===== src/rtl/booth_acc_collector.sv =====
// rtl/booth_acc_collector.sv - accumulates N Booth products into a saturating sum with a valid/ready output
module booth_acc_collector #(
    parameter int width = 8,
    parameter int N     = 4,
    parameter int ACC_W = 2*width+4
) (
    input  logic                 clk,
    input  logic                 rst_n,
    input  logic                 done,
    input  logic [2*width-1:0]   M,
    input  logic                 clear,
    output logic                 out_valid,
    input  logic                 out_ready,
    output logic [ACC_W-1:0]     out_sum,
    output logic                 out_sat,
    output logic                 drop,
    output logic [7:0]           cnt
);

    // Index of the product that closes a sum.
    localparam logic [7:0] LAST_IDX = 8'(N-1);

    // Clamp values for the signed accumulator.
    localparam logic signed [ACC_W-1:0] SUM_MAX = {1'b0, {(ACC_W-1){1'b1}}};
    localparam logic signed [ACC_W-1:0] SUM_MIN = {1'b1, {(ACC_W-1){1'b0}}};

    // Accumulator state.
    logic signed [ACC_W-1:0] acc_q, acc_d;
    logic [7:0]              cnt_q, cnt_d;
    logic                    sat_q, sat_d;

    // Output register state.
    logic                    out_valid_q, out_valid_d;
    logic signed [ACC_W-1:0] out_sum_q, out_sum_d;
    logic                    out_sat_q, out_sat_d;
    logic                    drop_q, drop_d;

    // Saturating adder datapath.
    logic signed [ACC_W-1:0] m_ext;
    logic signed [ACC_W-1:0] add_raw;
    logic signed [ACC_W-1:0] add_res;
    logic                    add_ovf;

    // Control decode.
    logic take;
    logic complete;
    logic load;
    logic discard;

    assign m_ext   = ACC_W'($signed(M));
    assign add_raw = acc_q + m_ext;

    // Overflow only when both addends share a sign and the result flips it.
    assign add_ovf = (acc_q[ACC_W-1] == m_ext[ACC_W-1]) &&
                     (add_raw[ACC_W-1] != acc_q[ACC_W-1]);
    assign add_res = add_ovf ? (acc_q[ACC_W-1] ? SUM_MIN : SUM_MAX) : add_raw;

    // clear wins over a coincident done; the product is dropped on purpose.
    assign take     = done && !clear;
    assign complete = take && (cnt_q == LAST_IDX);

    // The output slot is free if empty or being drained this very cycle.
    assign load    = complete && (!out_valid_q || out_ready);
    assign discard = complete && !load;

    // Next state of the accumulator, count and per-sum saturation flag.
    always_comb begin
        acc_d = acc_q;
        cnt_d = cnt_q;
        sat_d = sat_q;
        if (clear) begin
            acc_d = '0;
            cnt_d = '0;
            sat_d = 1'b0;
        end else if (complete) begin
            acc_d = '0;
            cnt_d = '0;
            sat_d = 1'b0;
        end else if (take) begin
            acc_d = add_res;
            cnt_d = cnt_q + 8'd1;
            sat_d = sat_q | add_ovf;
        end
    end

    // Next state of the output register, handshake and sticky drop flag.
    always_comb begin
        out_valid_d = out_valid_q;
        out_sum_d   = out_sum_q;
        out_sat_d   = out_sat_q;
        drop_d      = drop_q;
        if (load) begin
            out_valid_d = 1'b1;
            out_sum_d   = add_res;
            out_sat_d   = sat_q | add_ovf;
        end else if (out_valid_q && out_ready) begin
            out_valid_d = 1'b0;
        end
        if (discard) begin
            drop_d = 1'b1;
        end
    end

    // Accumulator registers; reset discards any partial sum.
    always_ff @(posedge clk or negedge rst_n) begin
        if (!rst_n) begin
            acc_q <= '0;
            cnt_q <= '0;
            sat_q <= 1'b0;
        end else begin
            acc_q <= acc_d;
            cnt_q <= cnt_d;
            sat_q <= sat_d;
        end
    end

    // Output registers; drop is released only by reset.
    always_ff @(posedge clk or negedge rst_n) begin
        if (!rst_n) begin
            out_valid_q <= 1'b0;
            out_sum_q   <= '0;
            out_sat_q   <= 1'b0;
            drop_q      <= 1'b0;
        end else begin
            out_valid_q <= out_valid_d;
            out_sum_q   <= out_sum_d;
            out_sat_q   <= out_sat_d;
            drop_q      <= drop_d;
        end
    end

    assign out_valid = out_valid_q;
    assign out_sum   = out_sum_q;
    assign out_sat   = out_sat_q;
    assign drop      = drop_q;
    assign cnt       = cnt_q;

endmodule


===== config.mk =====
export PLATFORM = sky130hd
export DESIGN_NAME = booth_acc_collector
export DESIGN_NICKNAME = d
export VERILOG_FILES = /design/src/rtl/booth_acc_collector.sv
export SDC_FILE = /design/constraint.sdc
export NUM_CORES = 1
export LEC_CHECK = 0
export CORE_ASPECT_RATIO = 0.5
export CORE_MARGIN = 2
export CORE_UTILIZATION = 37
export DETAILED_ROUTE_END_ITERATION = 10
export SLEW_MARGIN = 20
export SYNTH_ARGS = -nofsm -noshare
export SYNTH_HDL_FRONTEND = slang
export SYNTH_SLANG_ARGS = --single-unit
export TNS_END_PERCENT = 5

===== constraint.sdc =====
create_clock -name clk -period 3.6 [get_ports clk]
set_input_delay 0.54 -clock clk [delete_from_list [all_inputs] [get_ports clk]]
set_output_delay 0.54 -clock clk [all_outputs]
set_load 0.03 [all_outputs]

==> results.py <==
metrics = {
    "run_status": {
        "run_status": "complete, no violations",
    },
    "worst_setup_path": {
        "setup.worst_path.start_class": "primary input",
        "r2r-start": "acc_q[8]",
        "worstRegToRegCells": 8,
        "crit_path_max_fanout": 8,
        "end_kind": "flop",
        "rrSetupSlack_ns": 0.74,
        "timing.critical_path.arrival_ns": 3.38,
        "worst_r2r_endpoint": "out_sum[12]",
        "critPathRequiredTime_ns": 3.81,
        "critical_path_class": "primary input to flop",
    },
    "timing": {
        "period_share_pct": 88.06,
        "timing_worst_slew_pin_value_ns": 0.8737,
        "timing.clock.skew_ns": 0.008349,
        "relative_slew_slack_pct": 41.75,
        "grt_setup_unrepaired": "false",
        "setup_ws_ns": 0.4298,
        "fin_tns_setup_ns": 0,
        "slew_viol_final": 0,
        "finalSetupViolCount": 0,
        "min_period_ns": 3.170,
        "hold_viol": 0,
        "fmaxAchievable_mhz": 315.4,
        "hold-worst-slack_ns": 0.3297,
    },
    "synthesis": {
        "yosysSeqAreaShare_pct": 37.69,
        "ys_flop_type": "dfrtp_1",
        "yosysTopAreaCellShare_pct": 37.69,
        "syn_area_per_cell_um2": 8.652,
        "synth_most_common_cell": "nand2_1",
        "synth_common_cells": "nand2_1, dfrtp_1, nor2_1, o21ai_0, a21oi_1",
        "synth_async_sr_flop_share_pct": 100.0,
        "synthesis.yosys.warnings": 0,
        "synthDistinctLibCells": 59,
        "ys_ff_latch": 52,
        "yosys-top-cells-area": "dfrtp_1, ha_1, nand2_1",
        "postSynthCellCount": 399,
        "number_of_flops_mapped_to_enable_cells_by_yosys": 0,
        "synth_area_leader_cell": "dfrtp_1",
        "syn_nets": 441,
        "synth.cell_area_um2": 3452,
    },
    "clocking": {
        "cts-buffers-inserted": 5,
        "cts_htree_levels": 2,
        "cts_max_path_buffers": 2,
        "hold_buffers": 0,
        "cts_resized": 0,
        "clock_tree.root_cell": "clkbuf_16",
        "post-cts-setup-buffer-count": 0,
        "clk_latency_ns": 0.30,
        "clk_pin_slew_ns": 0.08,
        "clock_tree_from_tritoncts": "built",
        "tritoncts_num_sinks": 52,
    },
    "floorplanning": {
        "die-area_um2": 10170,
        "core_area_um2": 8889,
        "initial_core_util_pct": 38.84,
        "rows": 24,
        "die_y_um": 72.30,
        "die_w_um": 140.6,
        "design.portCount": 52,
    },
    "grt": {
        "grt_first_pass_wirelength_mm": 15.57,
        "largest_net_degree_at_the_start_of_global_routing": 33,
        "antenna_found_initial": 0,
        "grt.total_usage_pct": 19.35,
        "vias_in_the_first_global_route": 3013,
        "overflow": 0,
    },
    "routing": {
        "detail_route.iter0.violations": 214,
        "post_drt_wl_per_cell_um": 16.42,
        "detail_route.vias_per_cell": 5.445,
        "antenna_violating_nets_post_route": 0,
        "drcViolationCount": 0,
        "wl_mm": 9.292,
        "drt_first_pass_iters": 4,
        "vias": 3082,
    },
    "pwr": {
        "static-leakage-power_nw": 1.843,
        "peak_supply_drop_v": 0.0002154,
        "power_density_nw_per_um2": 688.4,
        "power.net_switching_mw": 1.270,
        "combinationalPowerShare_pct": 53.5,
        "power_frac_seq_pct": 28.8,
        "clockPowerShare_pct": 17.7,
        "sw_frac_of_total_pct": 43.71,
        "internal_power_mw": 1.635,
    },
    "place": {
        "place_hpwl_mm": 6.929,
        "gpl.final_weighted_congestion": 0.9035,
        "port_buffers": 51,
        "placed_cells": 558,
        "place_worst_setup_slack_ns": 0.1587,
    },
    "run": {
        "max-cap-violations": 0,
    },
    "finish": {
        "stdcell_count": 566,
        "finalCoreUtilization_pct": 47.47,
        "post_route_cells_drive_above_1_share_pct": 8.018,
        "nFillCells": 868,
        "flow.area_growth_from_synthesis_pct": 22.22,
        "diodes": 0,
        "nets": 490,
    },
    "worst_hold_path": {
        "worstHoldPathType": "primary input to async pin",
    },
}
-- stage by stage --
| step | cell area (um^2) | total power, mW |
|---|---|---|
| 2_1_floorplan | 3452 | 1.929 |
| 3_5_place_dp | 4069 | 2.398 |
| 5_1_grt | 4219 | 3.136 |
| 6_report | 4219 | 2.904 |
| 3_3_place_gp | 4069 | 2.400 |
| 4_1_cts | 4219 | 2.916 |
-- worst max-delay path, cell delays in order --
cell and delay [ns]:
clkdlybuf4s50_1 0.59, ha_1 0.49, nand4_1 0.21, or4_4 0.49, a31oi_1 0.49, buf_4 0.25
nor2_1 0.06, a211oi_1 0.25
-- registers in the layout, summed over array words and instances (netlist names) --
register   cells
acc_q         20
cnt            8
drop           1
out_sat        1
out_sum       20
out_valid      1
sat_q          1
-- cell families after synthesis --
kind of cell | Yosys count | synth area share [%]
AO/OA/AOI/OAI | 137 | 25.26
buffers and inverters | 28 | 4.168
multiplexers | 6 | 1.921
XOR/XNOR | 17 | 4.313
AND/OR/NAND/NOR | 138 | 18.81
flip-flops | 52 | 37.69
adder cells (fa/ha/maj) | 21 | 7.829
-- area by class of cell --
class,count,area [um^2],share of cell area (%)
flip-flops and latches,52,1301,30.84
repair buffers,61,580.6,13.76
clock buffers,7,142.6,3.381
inverters,9,33.78,0.8007
well taps,117,146.4,3.470
clock inverters,1,7.507,0.1779
multi-input cells,319,2007,47.57
-- layer usage --
layer	share of wire, %	global-route usage, %
met1	51	27.35
met2	43	30.95
met3	4.8	4.158
met4	0.80	4.222
met5	0	0
-- power groups by stage --
stage	registers (mW)	logic (mW)	clock network [mW]
finish	0.837	1.55	0.513
global route	0.859	1.72	0.552
CTS	0.839	1.55	0.523
detailed placement	0.850	1.55	0
global placement	0.847	1.55	0
floorplan	0.968	0.962	0
-- worst max-delay path by stage --
stage | to | cells after the start | from | slack [ns]
after global placement | out_sum[12] | 8 | M[15] | 0.13
after global routing | out_sum[12] | 9 | M[15] | 0.17
after detailed placement | out_sum[10] | 9 | M[15] | 0.16
after floorplan | out_sum[12] | 10 | M[0] | 0.86
final | out_sum[12] | 8 | M[15] | 0.43
after CTS | out_sum[10] | 9 | M[15] | 0.46
-- placed cells by master (no fill, tap or decap), types with 2 or more instances in the layout --
cell	n
a22o_1	5
o31ai_1	7
nor2_2	2
dfrtp_1	52
nor2b_1	4
or2_2	2
a21boi_0	8
inv_1	9
buf_4	10
mux2_2	5
a21oi_1	30
o22ai_1	2
o21ai_0	34
nand2_1	55
ha_1	20
clkdlybuf4s50_1	50
o211ai_1	8
clkbuf_16	5
o21ai_1	11
nand4_1	5
nand2b_1	5
nand3_1	9
nor2_1	38
o2111ai_1	2
nor4_1	2
nor3_1	5
nand3b_1	2
a21o_1	5
a211oi_1	3
o21a_1	4
a31oi_1	5
o211a_1	2
xnor2_1	9
xor2_1	8
No activity file was read; power rests on OpenSTA's default activity.
==> patch 1 (config.mk and constraints unchanged) <==
The parameter `width` goes from 8 to 7.
--- a/src/rtl/booth_acc_collector.sv
+++ b/src/rtl/booth_acc_collector.sv
@@ -1,6 +1,6 @@
 // rtl/booth_acc_collector.sv - accumulates N Booth products into a saturating sum with a valid/ready output
 module booth_acc_collector #(
-    parameter int width = 8,
+    parameter int width = 7,
     parameter int N     = 4,
     parameter int ACC_W = 2*width+4
 ) (
Interface: changed (resized M and out_sum); port bits go from 52 to 48. No check against the original RTL was run, so the function may have changed too.
==> patch 1 against the original RTL <==
- worst setup slack got worse by 0.080 ns
- wire length fell by 12%
- synthesized area fell by 10%
- combinational power fell by 46%
- global-route usage fell by 0.22 points
- via count fell by 9.1%
- cell area fell by 8.1%
- sequential cell count fell by 4
- cell count fell by 9.5%
- fmax fell by 2.5%
- total power fell by 29%
- critical path type unchanged
==> patch 1: results (changes against the original RTL) <==
[status]
status = finished, final reports clean

[synthesis]
synth_nets = 384  ; -13%
yosysUniqueCellTypes = 54  ; -8.5%
ys_seq_area_share_pct = 38.9  ; +1.2 points
synthTopCellsByArea = dfrtp_1, nand2_1, ha_1
synthTopCellsByCount = nand2_1, dfrtp_1, o21ai_0

[grt]
grt_pass1_vias = 2678  ; -11%
met2_usage_pct = 32.1  ; +1.1 points
grt_use_met1_pct = 26.4  ; -0.92 points
met3_usage_pct = 3.22  ; -0.94 points
grt.total_usage_pct = 19.1  ; -0.22 points
grt_pass1_wl_um = 13700  ; -12%

[layout]
multi_input_area_share_pct = 45.9  ; -1.6 points
nets = 437  ; -11%
nonClkBufAreaFrac_pct = 14.4  ; +0.63 points
clock_buffers = 5  ; -2
signal_buffers = 59  ; -3.3%
multi_input_gates = 277  ; -13%
drive_above_1_share_pct = 9.25  ; +1.2 points
inverters = 8  ; -1
num-fill-cells = 779  ; -10%
seq_share_pct = 31.0  ; +0.14 points
multi_input_area_mm2 = 0.00178  ; -11%
clk_share_pct = 4.32  ; +0.77 points

[placed_design]
dp_cells = 504  ; -9.7%
globalplace.congestion = 0.876  ; -3.0%
postPlaceCellArea_mm2 = 0.00370  ; -9.0%
dp_hpwl_um = 5980  ; -14%
dp_worst_setup_slack_ns = 0.114  ; -0.0451 ns

[power_and_ir_drop]
vdd_ir_drop_max_mv = 0.221  ; +2.5%
leakage_nw = 1.77  ; -4.0%

[drt]
num_vias = 2802  ; -9.1%
via_per_inst = 5.47  ; +0.50%
wire_per_inst_um = 15.9  ; -3.0%
dr.first_iter.drc_count = 208  ; -2.8%

[setup_path]
arrival_ns = 3.45  ; +0.07 ns
cpPeakStageDelay_ns = 0.48  ; -0.11 ns
cp_max_fo = 3  ; -5

[sta]
clock_skew_ns = 0.00492  ; -0.00343 ns
period_share_pct = 90.3  ; +2.2 points
worst_pin_slew_ns = 0.643  ; -0.231 ns

[clocking]
clock_sinks = 48  ; -7.7%

-- patch 1: cell count changes after synthesis, sizes merged, moves of 4 or more --
cell    before  now
nor2        40   20
clkbuf      11    7
nand2       55   61
o211ai       8    3
dfrtp       52   48
nand3        9    4
a22o         5   10
a211o        0    4
-- patch 1: final timing paths --
| path | startpoint | endpoint | slack, ns | cells after the start |
|---|---|---|---|---|
| max in group asynchronous | rst_n | out_sum[1] | 2.90 | 1 |
| hold / removal | rst_n | out_sum[3] | 0.25 | 1 |
| hold reg to reg | acc_q[11] | acc_q[11] | 0.48 | 2 |
| setup reg to reg | acc_q[0] | out_sum[14] | 0.70 | 10 |
| setup / recovery | M[0] | out_sum[14] | 0.35 | 11 |
| min in group clk | acc_q[11] | acc_q[11] | 0.48 | 2 |
-- patch 1: cells by family after synthesis --
logic type | Yosys count | share of synthesized area (%)
fa+ha+maj | 19 | 7.93
simple gates | 113 | 17.2
mux | 3 | 1.05
buf+inv | 21 | 3.68
xor+xnor | 16 | 4.53
compound gates | 126 | 26.7
flops | 48 | 38.9
-- patch 1: worst max-delay path, delay by kind of cell --
family | cells | cell delay [ns]
AOI/OAI and AO/OA | 5 | 1.41
buffers and inverters | 2 | 0.55
and+or+nand+nor | 2 | 0.33
adders and majority gates | 2 | 0.62
-- patch 1: power by group --
group	leakage, nW	internal, mW	total [mW]	switching (mW)
clock	0.0798	0.327	0.542	0.215
combinational	1.04	0.337	0.834	0.497
sequential	0.652	0.622	0.679	0.0570
-- patch 1: layer usage --
metal	vias up	share of wire, %
met4	0	1.0
met5	-	0
met3	9	6.4
met1	1351	48
li1	1356	-
met2	86	45
==> patch 2 (same settings) <==
Without the edit above. Take the reset off `out_sum_q` and load it in a clocked block of its own.
--- a/src/rtl/booth_acc_collector.sv
+++ b/src/rtl/booth_acc_collector.sv
@@ -118,15 +118,17 @@
     always_ff @(posedge clk or negedge rst_n) begin
         if (!rst_n) begin
             out_valid_q <= 1'b0;
-            out_sum_q   <= '0;
             out_sat_q   <= 1'b0;
             drop_q      <= 1'b0;
         end else begin
             out_valid_q <= out_valid_d;
-            out_sum_q   <= out_sum_d;
             out_sat_q   <= out_sat_d;
             drop_q      <= drop_d;
         end
+    end
+
+    always_ff @(posedge clk) begin
+        out_sum_q <= out_sum_d;
     end
 
     assign out_valid = out_valid_q;
Behaviour: not the same (a bounded check fails within 10 cycles, from zero or initial values and one cycle with rst_n low; the reset may be asserted at any time).
==> patch 2 against the original RTL <==
- synthesized area increased by 0.87%
- global-route usage about the same
- fmax increased by 5.8%
- wire length decreased by 0.20%
- worst setup slack improved by 0.17 ns
- sequential cell count unchanged
- cell area increased by 3.6%
- total power decreased by 31%
- highest routed layer unchanged
==> patch 2: results (changes against the original RTL) <==
[drt]
dr.pass1.iters = 4  ; unchanged
num_vias = 3047  ; -1.1%
dr.first_iter.drc_count = 165  ; -23%
wire_per_inst_um = 16.0  ; -2.4%
antenna_left = 0  ; unchanged
via_per_inst = 5.26  ; -3.4%

[setup_path]
cpPeakStageDelay_ns = 0.52  ; -0.07 ns
cp_slowest_cell = o31ai_1
r2r_end = out_sum[3]
cp_max_fo = 9  ; +1
arrival_ns = 3.05  ; -0.33 ns
r2r-start = acc_q[7]
r2r_cells = 9  ; +1
rrSetupSlack_ns = 0.91  ; +0.17 ns

[synthesis]
async_reset_ff_share_pct = 61.5  ; -38 points
yosysWarningCount = 0  ; unchanged
synth_nets = 440  ; -0.23%
synthTopCellsByArea = dfrtp_1, edfxtp_1, ha_1
ys_seq_area_share_pct = 40.2  ; +2.5 points
synthTopCellsByCount = nand2_1, nor2_1, o21ai_0
synth_edf_count = 20  ; +20
yosysUniqueCellTypes = 63  ; +6.8%
avgSynthCellArea_um2 = 8.75  ; +1.1%

[placed_design]
dp_cells = 571  ; +2.3%
dp_hpwl_um = 6790  ; -2.1%
portBuffers = 51  ; unchanged
globalplace.congestion = 0.872  ; -3.5%
dp_worst_setup_slack_ns = 0.324  ; +0.166 ns

[clocking]
clockBufferDepth = 2  ; unchanged
cts.reportedPaths.clkPinSlew_ns = 0.07
root_buffer = clkbuf_16
h-tree-depth = 2  ; unchanged
insertion_delay_ns = 0.30  ; about the same
post_cts_buffers = 0  ; unchanged

[hold_path]
min_path_type = reg -> reg
hold_start = drop
whs_path_depth = 1

[layout]
drive_above_1_share_pct = 9.31  ; +1.3 points
nets = 503  ; +2.7%
n_antenna_cell = 0  ; unchanged

[grt]
grt.total_usage_pct = 19.4  ; +0.031 points
grt_pass1_wl_um = 15400  ; -1.1%
grt_pass1_vias = 3022  ; +0.30%
grt_max_degree = 33  ; unchanged

[sta]
clock_skew_ns = 0.00422  ; -0.00413 ns
slew_headroom_pct = 58.2  ; +16 points

[power_and_ir_drop]
intPower_mw = 1.29  ; -21%
leakage_nw = 1.79  ; -3.0%
vdd_ir_drop_max_mv = 0.201  ; -6.5%

[status]
status = finished, final reports clean

-- patch 2: worst max path at each step --
| stage | startpoint | end | slack [ns] | cells past startpoint |
|---|---|---|---|---|
| final | M[7] | out_sum[3] | 0.60 | 10 |
| after global routing | M[1] | out_sum[3] | 0.36 | 10 |
| after CTS | M[1] | out_sum[3] | 0.61 | 10 |
| after detailed placement | M[7] | out_sum[3] | 0.32 | 10 |
| after global placement | M[7] | out_sum[3] | 0.35 | 10 |
| after floorplan | cnt[0] | out_sum[0] | 0.44 | 5 |
-- patch 2: cell families (layout without fill, tap and decap cells) --
family | count (synthesis) | after routing | share of synthesized area (%)
simple gates | 153 | 153 | 20.2
compound gates | 136 | 136 | 25.5
flops | 52 | 52 | 40.2
buf+inv | 25 | 89 | 3.48
fa+ha+maj | 21 | 21 | 7.76
xor+xnor | 10 | 10 | 2.52
mux | 1 | 1 | 0.287
-- patch 2: power by group through the flow --
stage | registers (mW) | logic [mW] | clock network [mW]
6_report | 0.719 | 0.783 | 0.493
5_1_grt | 0.724 | 0.887 | 0.529
4_1_cts | 0.718 | 0.781 | 0.509
3_5_place_dp | 0.730 | 0.777 | 0
3_3_place_gp | 0.729 | 0.778 | 0
2_1_floorplan | 0.732 | 0.548 | 0
-- patch 2: layout make-up --
type                            instances  area (um2)
Fill cell                             877        4550
Multi-Input combinational cell        321        1960
Sequential cell                        52        1400
Timing Repair Buffer                   71         673
Tap cell                              117         146
Clock buffer                            7         143
Inverter                               10        37.5
Clock inverter                          1        7.51
-- patch 2: critical path: cells and delay by family --
| family | cells | cell delay (ns) |
|---|---|---|
| buf+inv | 2 | 0.66 |
| fa+ha+maj | 1 | 0.37 |
| simple gates | 2 | 0.32 |
| compound gates | 5 | 1.15 |
-- patch 2: metrics by stage --
step / cell area (um2) / hold slack (ns)
after floorplan: 3480 / 0.244
after global placement: 4220 / 0.466
after detailed placement: 4220 / 0.462
after CTS: 4370 / 0.490
after global routing: 4370 / 0.515
final: 4370 / 0.483
-- patch 2: routing by layer --
layer / global-route usage (%) / vias up / share of wire (%)
met3: 4.00 / 7 / 4.3
met5: 0 / - / 0
met1: 28.4 / 1416 / 54
met4: 4.33 / 0 / 1.0
li1: - / 1568 / -
met2: 29.8 / 56 / 40
